<file path="src/rtl/elevator_defs_pkg.sv">
// Shared elevator definitions: direction codes and default floor geometry,
// used by the floor-call register, the floor FSM and the direction matrix logic.
package elevator_defs_pkg;

    localparam int N_FLOORS_DEF = 3;
    localparam int FLOOR_W_DEF  = 2;

    typedef enum logic [1:0] {
        DIR_IDLE = 2'b00,
        DIR_UP   = 2'b01,
        DIR_DOWN = 2'b10
    } dir_t;

endpackage

</file>
<file path="src/rtl/btn_edge_sync.sv">
// Single-bit call button conditioner: 2-flop synchroniser, a previous-value
// flop and a rising-edge pulse that lasts exactly one clock.
module btn_edge_sync (
    input  logic clk,
    input  logic reset,
    input  logic btn,
    output logic rise
);

    logic s1;
    logic s2;
    logic s3;

    always_ff @(posedge clk) begin
        if (!reset) begin
            s1 <= 1'b0;
            s2 <= 1'b0;
            s3 <= 1'b0;
        end else begin
            s1 <= btn;
            s2 <= s1;
            s3 <= s2;
        end
    end

    // A held button produces one pulse; it must drop low before it can fire again.
    assign rise = s2 & ~s3;

endmodule

</file>
<file path="src/rtl/floor_call_register.sv">
// Floor-call register: latches one pending request per floor from conditioned
// buttons, clears it on door-open service, and schedules the next target floor.
module floor_call_register
    import elevator_defs_pkg::*;
#(
    parameter int N_FLOORS = N_FLOORS_DEF,
    parameter int FLOOR_W  = FLOOR_W_DEF
) (
    input  logic                clk,
    input  logic                reset,
    input  logic [N_FLOORS-1:0] btn,
    input  logic [FLOOR_W-1:0]  cur_floor,
    input  logic                door_open,
    input  logic                alarm,
    output logic [N_FLOORS-1:0] req,
    output logic [FLOOR_W-1:0]  target,
    output logic                target_valid,
    output logic [1:0]          dir,
    output logic                served
);

    logic [N_FLOORS-1:0] rise;

    for (genvar g = 0; g < N_FLOORS; g++) begin : g_sync
        btn_edge_sync u_sync (
            .clk   (clk),
            .reset (reset),
            .btn   (btn[g]),
            .rise  (rise[g])
        );
    end

    dir_t                state;
    dir_t                dir_next;
    int                  cur_int;
    logic                floor_ok;
    logic [N_FLOORS-1:0] set_mask;
    logic [N_FLOORS-1:0] clr_mask;
    logic [N_FLOORS-1:0] req_next;
    logic                served_next;
    logic [N_FLOORS-1:0] above;
    logic [N_FLOORS-1:0] below;
    logic                any_above;
    logic                any_below;
    logic                at_here;
    logic [FLOOR_W-1:0]  up_tgt;
    logic [FLOOR_W-1:0]  dn_tgt;
    logic [FLOOR_W-1:0]  tgt_next;

    // The state register is the dir output, so the FSM state is always observable.
    assign dir = state;

    always_comb begin
        cur_int     = int'(cur_floor);
        floor_ok    = (cur_int < N_FLOORS);
        set_mask    = rise & {N_FLOORS{~alarm}};
        clr_mask    = '0;
        above       = '0;
        below       = '0;
        up_tgt      = '0;
        dn_tgt      = '0;
        for (int i = 0; i < N_FLOORS; i++) begin
            clr_mask[i] = door_open && (cur_int == i);
            above[i]    = req[i] && (i > cur_int);
            below[i]    = req[i] && (i < cur_int);
        end
        // Downward scan leaves the lowest hit; upward scan leaves the highest.
        for (int i = N_FLOORS - 1; i >= 0; i--) begin
            if (above[i]) up_tgt = FLOOR_W'(i);
        end
        for (int i = 0; i < N_FLOORS; i++) begin
            if (below[i]) dn_tgt = FLOOR_W'(i);
        end
        any_above   = |above;
        any_below   = |below;
        at_here     = |(req & ~above & ~below);

        // Clear wins over a same-cycle set on the same bit.
        req_next    = (req | set_mask) & ~clr_mask;
        served_next = |((req | set_mask) & clr_mask);

        dir_next = state;
        unique case (state)
            DIR_UP:   if (!any_above) dir_next = any_below ? DIR_DOWN : DIR_IDLE;
            DIR_DOWN: if (!any_below) dir_next = any_above ? DIR_UP : DIR_IDLE;
            default:  begin
                if (any_above)      dir_next = DIR_UP;
                else if (any_below) dir_next = DIR_DOWN;
                else                dir_next = DIR_IDLE;
            end
        endcase
        // Only the current floor pending: keep heading, just point at this floor.
        if (!any_above && !any_below && at_here) dir_next = state;

        tgt_next = target;
        if (dir_next == DIR_UP && any_above)          tgt_next = up_tgt;
        else if (dir_next == DIR_DOWN && any_below)   tgt_next = dn_tgt;
        else if (at_here)                             tgt_next = cur_floor;
    end

    always_ff @(posedge clk) begin
        if (!reset) begin
            req          <= '0;
            served       <= 1'b0;
            state        <= DIR_IDLE;
            target       <= '0;
            target_valid <= 1'b0;
        end else begin
            req    <= req_next;
            served <= served_next;
            if (!alarm && floor_ok) begin
                state        <= dir_next;
                target       <= tgt_next;
                target_valid <= |req;
            end
        end
    end

endmodule

</file>
<file path="config.mk">
export PLATFORM = sky130hd
export DESIGN_NAME = floor_call_register
export DESIGN_NICKNAME = d
export VERILOG_FILES = /design/src/rtl/elevator_defs_pkg.sv /design/src/rtl/btn_edge_sync.sv /design/src/rtl/floor_call_register.sv
export SDC_FILE = /design/constraint.sdc
export NUM_CORES = 1
export LEC_CHECK = 0
export ABC_AREA = 1
export BUFFER_PORTS_ARGS = -buffer_cell sky130_fd_sc_hd__buf_4
export CORE_MARGIN = 2
export CORE_UTILIZATION = 45
export DETAILED_ROUTE_END_ITERATION = 10
export PLACE_DENSITY_LB_ADDON = 0.15
export SLEW_MARGIN = 20
export SYNTH_ARGS = -nofsm -noshare
export SYNTH_HDL_FRONTEND = slang
export SYNTH_HIERARCHICAL = 1
export SYNTH_SLANG_ARGS = --single-unit
</file>
<file path="constraint.sdc">
create_clock -name clk -period 4 [get_ports clk]
set_clock_uncertainty 0.1 [all_clocks]
set_input_delay 0.8 -clock clk [delete_from_list [all_inputs] [get_ports clk]]
set_output_delay 0.8 -clock clk [all_outputs]
set_load 0.005 [all_outputs]
</file>
==> metrics <==
status finished, final reports clean; initial antenna violation count 0; Initial DRC Count 15; RR Startpoint dir[0]; Hold Path Class reg2reg; post-route cell area 1190 µm²; first-pass GRT wire length 3270 µm; Setup crit start kind primary input; Clock Tree Buf Depth 2; final setup fails 0; Skew-Pair Late Insertion Delay 0.28 ns; CTS Buf Count 3; Max-cap violations 0; clock sink total 18; Synth area leader dfxtp_1; hold path startpoint g_sync[1].u_sync/s1; Layout Nets 175; R2R depth 12; IO Pins 18; R2R setup slack 1.86 ns; htree depth 1; Final Cycle Share 54.6%; CTS root buf clkbuf_4; Leak 0.625 nW; clock-pin slew on the worst setup and hold paths 0.10 ns; FF+latch count, synth 18; leading cell type in the layout, fill and taps excluded inv_1; GRT Resource Usage Total 16.2%; Yosys warnings 6; Worst Max-Slew Pin Slew 0.591 ns; Max-slew headroom 60.6%; Cells after Synth 144; synth top area cells dfxtp_1, inv_1, nand2_1; Final Slew Violations 0; fmax 0.458 GHz; post-DR vias/cell 4.96; crit-path max FO 9; Hold WS 0.307 ns; Die ar. 2670 µm²; Core Util, Final 54.1%; critical path class in2reg; Netlist cell types 25; Worst VDD drop 0.195 mV; Crit Reg-Reg Endpoint target[0]; Mean Syn Cell Area 7.11 µm²; hold path depth 2; synthesized area 1020 µm²; RSZ-0062 raised after global routing no; Slowest-stage cell, CP buf_4; core footprint 2190 µm²; share of layout cells above drive strength 1 27.2%; die width 51.7 µm; dpl hpwl 1480 µm; Critical Path AT 2.26 ns; Worst Path Required 4.08 ns; drt total wl 1960 µm; post_cts resized 0; row count 17; Residual DRC 0; most frequent cells in the layout inv_1, nand2_1, dfxtp_1; fillers 211; crit path time final 2.19 ns; Cell Chain, Critical Path buf_4 > o21ai_2 > nand3_2 > nor2_2 > nand2_2 > nor2_2 > inv_1 > o21ai_2 > nand3_2 > nand2_1 > a21boi_0 > nor2_1 > nor2_1; largest net degree at the start of global routing 18; power density over cell area 279 nW/µm²; Worst Hold End g_sync[1].u_sync/s2; routing usage on met1 19.0%; Die Y-Extent 51.7 µm; post-route non-filler standard cell count 190; Antenna Cells 0; gpl congestion 0.840; Buffers on Ports 17; Synthesized Nets 155; Cells after DPL 187; WL/cell 10.3 µm; Total Neg Setup Slack 0 ns; Top Usage Layer GRT met2; met3 global-route usage 2.01%; Post-CTS Hold Fix Bufs 0; Post-CTS Setup Inserts 0; Final ANT Viol Nets 0; placed cell area 1160 µm²; area grow syn2layout 15.9%; Fin. Hold Viols 0; vias in the first global route 816; crit path capture type register; post-synthesis sequential area ratio 35.2%; DR vias 942; Crit path largest cell delay 0.16 ns; GRT overflow 0; M2 GR Usage 28.2%; DRT Pass-1 Iters 4; clock tree from TritonCTS yes; top cell type's share of synthesized area 35.2%; Initial Utilization 46.7%
==> Yosys cell counts <==
cell and n:
a21boi_0 1, a311oi_1 2, ha_1 2, o21ai_0 4
buf_6 2, nand3_2 4, nand3_1 9, nand3b_1 1
nor2_2 7, o21ai_2 3, inv_4 1, o21bai_1 1
inv_1 28, nor4_1 2, inv_6 1, nand2_2 5
nor3_1 2, a21oi_1 10, o31ai_1 1, inv_2 1
o211ai_1 1, dfxtp_1 18, nor2_1 12, nand2_1 24
nand2_4 2
==> metal layers <==
layer  routed length, µm  vias to the layer above
met5                   0                        -
li1                    -                      492
met2                 966                       21
met4                  18                        0
met3                  61                        2
met1                 913                      427
==> where the power goes <==
part / switching (mW) / total, mW / leakage [nW] / internal [mW]
combinational: 0.0322 / 0.0546 / 0.464 / 0.0224
sequential: 0.00513 / 0.191 / 0.147 / 0.186
clock: 0.0500 / 0.0849 / 0.0138 / 0.0349
==> cell families after synthesis <==
kind of cell             count (synthesis)  share of synthesized area, %
buffers and inverters                   33                          14.3
AND/OR/NAND/NOR                         68                          34.0
AO/OA/AOI/OAI                           23                          14.1
flip-flops                              18                          35.2
adder cells (fa/ha/maj)                  2                          2.44
==> area by class of cell <==
| type | instances | area, µm² | area share, % |
|---|---|---|---|
| clock buffer | 3 | 22.5 | 1.90 |
| inverter | 31 | 124 | 10.4 |
| multi-input combinational | 93 | 517 | 43.6 |
| sequential | 18 | 360 | 30.4 |
| tap | 28 | 35.0 | 2.95 |
| timing repair buffer | 17 | 128 | 10.8 |
==> how the worst max path moves through the flow <==
stage            startpoint   endpoint  depth (start not counted)
2_1_floorplan  cur_floor[1]  target[1]                         13
3_3_place_gp   cur_floor[1]  target[1]                         13
3_5_place_dp   cur_floor[1]  target[0]                         13
4_1_cts        cur_floor[1]  target[0]                         14
5_1_grt        cur_floor[1]  target[0]                         14
6_report       cur_floor[1]  target[0]                         13
==> critical path, delay by kind of cell <==
kind	cells	cell delay, ns
compound gates	3	0.31
buf+inv	2	0.22
simple gates	8	0.92
==> state kept, by name (all words and copies together) (netlist names) <==
signal,count
g_sync.u_sync/s3,3
served,1
g_sync.u_sync/s2,3
target_valid,1
target,2
dir,2
req,3
g_sync.u_sync/s1,3
==> per-stage QoR <==
stage                     setup slack [ns]  power, mW
after floorplan                       1.81      0.231
after global placement                1.60      0.249
after detailed placement              1.55      0.250
after CTS                             1.82      0.335
after global routing                  1.66      0.350
final                                 1.81      0.331
Power figures use the tool's default switching activity.
